<file path="src/rtl/ins_sequencer_pkg.sv">
// Shared opcode, state and route-select encodings for the instruction sequencer.
// The prm_* codes are also consumed by the downstream parameter router.
package ins_sequencer_pkg;

    localparam logic [3:0] op_nop  = 4'h0;
    localparam logic [3:0] op_lda  = 4'h1;
    localparam logic [3:0] op_sta  = 4'h2;
    localparam logic [3:0] op_jmp  = 4'h3;
    localparam logic [3:0] op_jz   = 4'h4;
    localparam logic [3:0] op_add  = 4'h5;
    localparam logic [3:0] op_sub  = 4'h6;
    localparam logic [3:0] op_halt = 4'hF;

    localparam logic [1:0] prm_none    = 2'd0;
    localparam logic [1:0] prm_adr     = 2'd1;
    localparam logic [1:0] prm_jmp     = 2'd2;
    localparam logic [1:0] prm_add_sub = 2'd3;

    localparam logic [1:0] alu_none = 2'd0;
    localparam logic [1:0] alu_add  = 2'd1;
    localparam logic [1:0] alu_sub  = 2'd2;

    typedef enum logic [2:0] {
        st_idle      = 3'd0,
        st_fetch     = 3'd1,
        st_latch     = 3'd2,
        st_decode    = 3'd3,
        st_exec      = 3'd4,
        st_wait_done = 3'd5,
        st_halt      = 3'd6
    } state_e;

    typedef struct packed {
        logic [1:0] prm_sel;
        logic       pc_inc;
        logic       jmp_load;
        logic       mem_rd;
        logic       mem_wr;
        logic [1:0] alu_op;
        logic       illegal;
    } ctrl_t;

    // Opcodes that park in WAIT_DONE until the datapath reports completion.
    function automatic logic is_multi(input logic [3:0] op);
        return (op == op_lda) || (op == op_sta) || (op == op_add) || (op == op_sub);
    endfunction

endpackage

</file>
<file path="src/rtl/ins_decode.sv">
// Combinational opcode decoder: opcode and zero flag to route select and
// execute-phase strobes. The sequencer registers this vector.
module ins_decode
    import ins_sequencer_pkg::*;
(
    input  logic [3:0] opcode,
    input  logic       zero_flag,
    output ctrl_t      ctrl
);

    // Map each opcode to its select and strobe set.
    always_comb begin
        ctrl = '0;
        case (opcode)
            op_nop: begin
                ctrl.pc_inc = 1'b1;
            end
            op_lda: begin
                ctrl.prm_sel = prm_adr;
                ctrl.mem_rd  = 1'b1;
                ctrl.pc_inc  = 1'b1;
            end
            op_sta: begin
                ctrl.prm_sel = prm_adr;
                ctrl.mem_wr  = 1'b1;
                ctrl.pc_inc  = 1'b1;
            end
            op_jmp: begin
                ctrl.prm_sel  = prm_jmp;
                ctrl.jmp_load = 1'b1;
            end
            op_jz: begin
                if (zero_flag) begin
                    ctrl.prm_sel  = prm_jmp;
                    ctrl.jmp_load = 1'b1;
                end else begin
                    ctrl.pc_inc = 1'b1;
                end
            end
            op_add: begin
                ctrl.prm_sel = prm_add_sub;
                ctrl.alu_op  = alu_add;
                ctrl.pc_inc  = 1'b1;
            end
            op_sub: begin
                ctrl.prm_sel = prm_add_sub;
                ctrl.alu_op  = alu_sub;
                ctrl.pc_inc  = 1'b1;
            end
            op_halt: begin
                ctrl.pc_inc = 1'b0;
            end
            default: begin
                ctrl.illegal = 1'b1;
                ctrl.pc_inc  = 1'b1;
            end
        endcase
    end

endmodule

</file>
<file path="src/rtl/ins_sequencer.sv">
// Fetch/decode/execute control sequencer feeding the parameter router and
// the address, PC and add/sub units. All outputs come straight from flops.
module ins_sequencer
    import ins_sequencer_pkg::*;
#(
    parameter int IW      = 8,
    parameter int TIMEOUT = 15,
    parameter int TW      = 4
) (
    input  logic          clk,
    input  logic          rst,
    input  logic          start,
    output logic          fetch_req,
    input  logic [IW-1:0] ins_in,
    input  logic          exec_done,
    input  logic          zero_flag,
    output logic [3:0]    PARAM,
    output logic [1:0]    prm_sel,
    output logic          pc_inc,
    output logic          jmp_load,
    output logic          mem_rd,
    output logic          mem_wr,
    output logic [1:0]    alu_op,
    output logic          illegal,
    output logic          fault,
    output logic          halted
);

    localparam logic [TW-1:0] TIMEOUT_V = TW'(TIMEOUT);

    state_e        state_q, state_d;
    logic [IW-1:0] ir_q, ir_d;
    logic [TW-1:0] cnt_q, cnt_d;
    logic          fault_q, fault_d;
    logic          fetch_req_q, fetch_req_d;
    logic          halted_q, halted_d;
    logic [3:0]    param_q, param_d;
    ctrl_t         ctrl_q, ctrl_d;
    ctrl_t         dec_ctrl;
    logic [3:0]    opcode;
    logic [TW-1:0] cnt_inc;

    assign opcode  = ir_q[7:4];
    assign cnt_inc = cnt_q + TW'(1);

    ins_decode u_decode (
        .opcode    (opcode),
        .zero_flag (zero_flag),
        .ctrl      (dec_ctrl)
    );

    // State, instruction register, timeout counter and sticky fault.
    always_ff @(posedge clk or posedge rst) begin
        if (rst) begin
            state_q <= st_idle;
            ir_q    <= '0;
            cnt_q   <= '0;
            fault_q <= 1'b0;
        end else begin
            state_q <= state_d;
            ir_q    <= ir_d;
            cnt_q   <= cnt_d;
            fault_q <= fault_d;
        end
    end

    // Next-state logic, including the WAIT_DONE timeout where done wins a tie.
    always_comb begin
        state_d = state_q;
        ir_d    = ir_q;
        cnt_d   = cnt_q;
        fault_d = fault_q;
        case (state_q)
            st_idle: begin
                if (start) state_d = st_fetch;
                else       state_d = st_idle;
            end
            st_fetch:  state_d = st_latch;
            st_latch: begin
                ir_d    = ins_in;
                state_d = st_decode;
            end
            st_decode: state_d = st_exec;
            st_exec: begin
                if (opcode == op_halt) begin
                    state_d = st_halt;
                end else if (is_multi(opcode)) begin
                    state_d = st_wait_done;
                    cnt_d   = '0;
                end else begin
                    state_d = st_fetch;
                end
            end
            st_wait_done: begin
                if (exec_done) begin
                    state_d = st_fetch;
                    cnt_d   = '0;
                end else if (cnt_inc == TIMEOUT_V) begin
                    state_d = st_halt;
                    cnt_d   = '0;
                    fault_d = 1'b1;
                end else begin
                    cnt_d = cnt_inc;
                end
            end
            st_halt: begin
                if (start) state_d = st_fetch;
                else       state_d = st_halt;
            end
            default: state_d = st_idle;
        endcase
    end

    // Output values for the coming state; zero_flag is captured as EXEC begins.
    always_comb begin
        fetch_req_d    = (state_d == st_fetch);
        halted_d       = (state_d == st_halt);
        param_d        = param_q;
        ctrl_d         = '0;
        ctrl_d.prm_sel = ctrl_q.prm_sel;
        if (state_q == st_decode) begin
            param_d = ir_q[3:0];
            ctrl_d  = dec_ctrl;
        end else if ((state_d == st_fetch) || (state_d == st_halt) || (state_d == st_idle)) begin
            ctrl_d.prm_sel = prm_none;
        end else begin
            ctrl_d.prm_sel = ctrl_q.prm_sel;
        end
    end

    // Output registers.
    always_ff @(posedge clk or posedge rst) begin
        if (rst) begin
            fetch_req_q <= 1'b0;
            halted_q    <= 1'b0;
            param_q     <= 4'h0;
            ctrl_q      <= '0;
        end else begin
            fetch_req_q <= fetch_req_d;
            halted_q    <= halted_d;
            param_q     <= param_d;
            ctrl_q      <= ctrl_d;
        end
    end

    assign fetch_req = fetch_req_q;
    assign PARAM     = param_q;
    assign prm_sel   = ctrl_q.prm_sel;
    assign pc_inc    = ctrl_q.pc_inc;
    assign jmp_load  = ctrl_q.jmp_load;
    assign mem_rd    = ctrl_q.mem_rd;
    assign mem_wr    = ctrl_q.mem_wr;
    assign alu_op    = ctrl_q.alu_op;
    assign illegal   = ctrl_q.illegal;
    assign fault     = fault_q;
    assign halted    = halted_q;

endmodule
</file>
<file path="config.mk">
export PLATFORM = sky130hd
export DESIGN_NAME = ins_sequencer
export DESIGN_NICKNAME = d
export VERILOG_FILES = /design/src/rtl/ins_sequencer_pkg.sv /design/src/rtl/ins_decode.sv /design/src/rtl/ins_sequencer.sv
export SDC_FILE = /design/constraint.sdc
export NUM_CORES = 1
export LEC_CHECK = 0
export BUFFER_PORTS_ARGS = -buffer_cell sky130_fd_sc_hd__buf_2
export CAP_MARGIN = 20
export CELL_PAD_IN_SITES_DETAIL_PLACEMENT = 1
export CELL_PAD_IN_SITES_GLOBAL_PLACEMENT = 2
export CORE_ASPECT_RATIO = 0.8
export CORE_MARGIN = 4
export CORE_UTILIZATION = 39
export CTS_BUF_LIST = sky130_fd_sc_hd__clkbuf_8
export DETAILED_ROUTE_END_ITERATION = 7
export GPL_TIMING_DRIVEN = 0
export HOLD_SLACK_MARGIN = 0.12
export PLACE_DENSITY_LB_ADDON = 0.1
export SYNTH_ARGS = -nofsm -noshare
export SYNTH_HDL_FRONTEND = slang
export SYNTH_SLANG_ARGS = --single-unit
export TNS_END_PERCENT = 10
</file>
<file path="constraint.sdc">
create_clock -name clk -period 3.5 [get_ports clk]
set_input_delay 0.175 -clock clk [delete_from_list [all_inputs] [get_ports clk]]
set_output_delay 0.175 -clock clk [all_outputs]
set_load 0.02 [all_outputs]
</file>
## Word level (Yosys, flattened, before mapping)

Index checks and enable logic that the tools add are counted.

| storage, ports and cells | value |
|---|---|
| word-level logic and storage cells | 75 |
| bits in registers | 31 |
| input port bits | 13 |
| output and inout bits | 16 |

| cells by class | value |
|---|---|
| reduce and logical (&&, ||, !) cells | 16 |
| $add $sub $neg | 1 |
| equality and inequality tests | 18 |
| muxes and demuxes | 25 |
| bitwise gates (word level) | 1 |

Operators with widths:

| kind | number |
|---|---|
| $pmux 3 s7 | 1 |
| $mux 4 | 4 |
| $mux 3 | 5 |
| $eq 3x3->1 const B | 4 |
| $eq 4x3->1 const B | 3 |
| $eq 4x2->1 const B | 2 |
| $eq 4x4->1 const B | 2 |
| $pmux 2 s4 | 1 |
| $pmux 4 s2 | 1 |
| $reduce_or 8->1 | 1 |
| $mux 7 | 1 |
| $eq 3x1->1 const B | 2 |
| $eq 3x2->1 const B | 2 |
| $logic_not 3->1 | 2 |
| $mux 1 | 6 |
| $mux 2 | 3 |
| $reduce_and 3->1 | 2 |
| $reduce_or 2->1 | 3 |
| $logic_or 1x1->1 | 5 |
| $add 4x1->4 const B | 1 |
| $eq 4x1->1 const B | 1 |
| $logic_not 4->1 | 1 |
| $ne 2x2->1 const B | 2 |
| $pmux 1 s2 | 2 |
| other kinds (3) | 4 |

## Depth between registers and ports, before layout

| depth | value |
|---|---|
| depth after elaboration | 12 |
| gate-level depth with buffers | 7 |
| depth with buffers taken out | 7 |

## By module

From an unflattened synthesis, not the netlist that was laid out.

| second synthesis, totals | value |
|---|---|
| cell total of the unflattened synthesis | 140 |
| area total of the unflattened synthesis | 1611.5 um^2 |

By module, submodules not included:

| module | cells each | seq. area each (um^2) | area an instance (um^2) | instances |
|---|---|---|---|---|
| ins_sequencer | 119 | 775.7 | 1430.1 | 1 |
| ins_decode | 21 | 0.0 | 181.4 | 1 |

## Worst setup path before layout

OpenSTA, ideal clock, no wires.

| timing path | value |
|---|---|
| kind | reg-to-reg |
| start | register cnt_q[0] |
| end | register ctrl_q, in the netlist prm_sel[0] |
| data required time | 3.369 ns |
| data arrival time | 1.412 ns |
| setup slack | 1.957 ns |
| buffers on the path | 0 |
| period minus slack after synthesis | 1.543 ns |
| library setup time | 0.131 ns |
| cell stages (with the launch flop) | 8 |
| cells stage by stage | dfrtp_1 > ha_1 > inv_1 > nand2_1 > o21ai_2 > a311oi_2 > xnor2_1 > o32ai_1 |

| on the way | value |
|---|---|
| word-level cells in the longest chain between the ends | 9 |
| elaborated cells between the ends (all ways) | 11 |
| those cells by class | 1 x add/sub; 3 x eq/ne; 3 x mux; 4 x reduce/logical |

RTL lines:

| item | RTL line | RTL |
|---|---|---|
| start, declared | ins_sequencer.sv:33 | `logic [TW-1:0] cnt_q, cnt_d;` |
| start signal, assigned | ins_sequencer.sv:62 | `cnt_q <= cnt_d;` |
| $add 4x1->4 * | ins_sequencer.sv:44 | `assign cnt_inc = cnt_q + TW'(1);` |
| $eq 4x4->1 * | ins_sequencer.sv:98 | `end else if (cnt_inc == TIMEOUT_V) begin` |
| $mux 3 * | ins_sequencer.sv:98 |  |
| $mux 3 * | ins_sequencer.sv:95 | `if (exec_done) begin` |
| $pmux 3 s7 * | ins_sequencer.sv:73 | `case (state_q)` |
| $eq 3x1->1 or $eq 3x3->1 (tied branches) | ins_sequencer.sv:124 | `end else if ((state_d == st_fetch) \|\| (state_d == st_halt) \|\| (state_d == st_idle)) begin` |
| $logic_or 1x1->1 | ins_sequencer.sv:124 |  |
| $logic_or 1x1->1 * | ins_sequencer.sv:124 |  |
| $reduce_bool 2->1 (no source line) * | -- |  |
| end signal, assigned | ins_sequencer.sv:142 | `ctrl_q <= ctrl_d;` |
| end, declared | ins_sequencer.sv:38 | `ctrl_t ctrl_q, ctrl_d;` |

Mark *: on every way between the ends. The rest lies on a longest branch, timed or not.
A chain may end at the register's enable or synchronous reset.

## Worst setup path in the final report

Same ends and word-level chain as after synthesis.

==> impl_metrics.csv <==
group,metric,value,unit
status,status,"complete, no violations",
route,vias,1107,
route,first_iter_violations,24,
critical_path,r2r_cells,7,
critical_path,path_class,"flop to flop",
power,totalPowerFinal,1550,uW
synth,synth_seq_cells,31,
timing,rsz0062_at_grt,"no",
placed_design,dpl_cell_area,1710,um2
clocking,htree_levels,2,
finish,fin_area,1820,um2
floorplan,rows,19,
route,final_antenna_net_count,0,
floorplan,die_h,63.2,um
synth,synth_warnings,0,
critical_path,cp_data_required_time,3.65,ns
global_routing,grt_max_degree,18,
clocking,clk_pin_slew,0.06,ns
hold_path,min_path_type,"input pin to flop",
synth,syn_nets,150,
synth,ys_types,45,
critical_path,cp.arrival,1.90,ns
timing,whs,0.133,ns
clocking,cts_tree,"built",
hold_path,whs_path_depth,2,
timing,post-route-period-util,50.1,%
flow_run,maxCapViolCount,0,
timing,timing.fmax,570,MHz
clocking,cts.sinks,31,
finish,drive_above_1_share,38.2,%
floorplan,core_area,3540,um2
timing,drv_slew,0,
floorplan,design.portCount,29,
global_routing,grt_overflow,0,
power,p_per_area,854,nW/um2
floorplan,start_util,42.0,%
finish,layout_commonest_cell,"buf_2",
finish,layout_common_cells,"buf_2, dfrtp_1, nand2_1, mux2_2, o21ai_0",
finish,antenna_cells,0,
floorplan,die_w,77.1,um
power,p_leak,0.000861,uW
clocking,cts_buffers,5,
placed_design,dpl.hpwl,2.33,mm
timing,finalSetupTns,0,ns
clocking,post_cts_resized,0,
global_routing,grt_pass1_vias,1177,
placed_design,dpl_worst_slack,1.73,ns
synth,syn_area_per_cell,11.0,um2
global_routing,grtUsageTotal,14.2,%
clocking,clk_latency,0.27,ns
route,first_pass_iters,2,
clocking,clock_path_buffers,2,
synth,synthCells,135,
power,ir_drop,0.397,mV
floorplan,die_area,4870,um2
critical_path,crit_fanout,7,
timing,worstMarginPinSlew,0.636,ns
synth,yosysSeqAreaShare,52.1,%
critical_path,start_kind,"flop",
timing,setup_violations,0,
timing,min_period,1.76,ns
synth,synthesis.area,1490,um2
route,finalWirelength,3.04,mm
clocking,cts_root_buf,"clkbuf_8",
timing,finalHoldViolCount,0,
timing,finalWorstSetupSlack,1.74,ns
critical_path,end_kind,"flop",
global_routing,antenna_found_initial,0,
finish,num-nets-final,187,
route,viasPerCell,5.15,
placed_design,gp_congestion,0.704,
global_routing,grt_first_pass_wirelength,5.50,mm
timing,finClkSkew,0.00409,ns
route,wire_per_inst,14.1,um
finish,syn_to_final_growth,22.2,%
placed_design,port_buffers,28,
route,drc,0,
timing,max-slew-margin-rel,57.6,%
## final cells by class
cell class / count / area (um2)
Clock buffer: 7 / 96.3
Tap cell: 42 / 52.6
Inverter: 6 / 22.5
Buffer: 7 / 42.5
Clock inverter: 1 / 3.75
Timing Repair Buffer: 30 / 178
Fill cell: 408 / 1720
Sequential cell: 31 / 776
Multi-Input combinational cell: 91 / 647
## sequential cells by signal, summed over array words and instances (netlist names)
signal and flops:
PARAM 4, alu_op 2, cnt_q 4, fault 1, fetch_req 1, halted 1
illegal 1, ir_q 8, jmp_load 1, mem_rd 1, mem_wr 1, pc_inc 1
prm_sel 2, state_q 3
## where the power goes
group / switching, uW / leakage (uW) / total, uW / internal [uW]
Sequential: 82.5 / 0.000400 / 568 / 485
Clock: 126 / 0.0000557 / 303 / 176
Combinational: 387 / 0.000405 / 681 / 294
Total: 596 / 0.000861 / 1550 / 956
## cells in the mapped netlist, drive strengths merged
library cell | instances | area share, %
nand4bb | 1 | 0.76
o21a | 1 | 0.50
nand3b | 2 | 1.3
a31o | 2 | 1.2
clkbuf | 1 | 0.25
o22ai | 2 | 0.84
nor2b | 2 | 1.3
and4b | 1 | 0.67
nand2b | 2 | 0.84
and3 | 1 | 0.50
dfrtp | 31 | 52
nor2 | 9 | 2.6
mux2 | 12 | 9.1
ha | 2 | 1.7
o211ai | 1 | 0.50
nand2 | 18 | 4.7
nor3 | 2 | 0.67
a21oi | 3 | 1.0
nand4 | 1 | 0.42
buf | 6 | 2.6
nand3 | 2 | 0.67
o21bai | 1 | 0.50
o32ai | 1 | 0.59
a2111oi | 1 | 0.59
a311oi | 1 | 1.0
xor2 | 3 | 2.3
o31ai | 1 | 0.50
nor3b | 1 | 0.50
a211oi | 2 | 1.3
o21ai | 10 | 3.6
nor4 | 1 | 0.42
nor4bb | 1 | 0.67
and2 | 1 | 0.42
a32oi | 1 | 0.59
xnor2 | 2 | 1.2
inv | 6 | 1.5
## through the flow
step	utilization [%]	std cells
final	51.3	215
after global routing	51.3	215
after CTS	51.3	215
after detailed placement	48.2	206
after global placement	47.4	205
after floorplan	-	135
## critical path, cell delays in order, from the launching register on
cell      delay (ns)
dfrtp_1         0.45
ha_1            0.23
inv_1           0.07
nand2_1         0.09
o21ai_2         0.09
a311oi_2        0.40
xnor2_1         0.20
o32ai_1         0.10
## logic make-up (layout without fill, tap and decap cells)
logic type / count (synthesis) / after routing / synth area share (%)
AO/OA/AOI/OAI: 27 / 27 / 12.8
XOR/XNOR: 5 / 5 / 3.45
adder cells (fa/ha/maj): 2 / 2 / 1.68
buffers and inverters: 13 / 51 / 4.37
flip-flops: 31 / 31 / 52.1
multiplexers: 12 / 12 / 9.08
AND/OR/NAND/NOR: 45 / 45 / 16.5
## layer usage
layer / global-route usage, % / part of all wire [%]
met1: 18.1 / 46
met2: 23.2 / 49
met3: 4.27 / 4.4
met4: 4.67 / 0.56
met5: 0 / 0
## final timing paths
check,to,slack (ns),start
hold / removal,ir_q[1],0.13,ins_in[1]
min in group asynchronous,PARAM[1],0.53,rst
setup / recovery,prm_sel[0],1.74,cnt_q[0]
max in group asynchronous,illegal,2.47,rst
hold reg to reg,fault,0.47,fault
setup reg to reg,prm_sel[0],1.74,cnt_q[0]
## what timing repair did
| item | CTS | global route |
|---|---|---|
| setup buffers | 0 | 0 |
| hold buffers | 1 | 0 |
| setup endpoints to repair | 0 | 0 |
| hold endpoints to repair | 14 | 0 |
(Power assumes the default switching activity.)
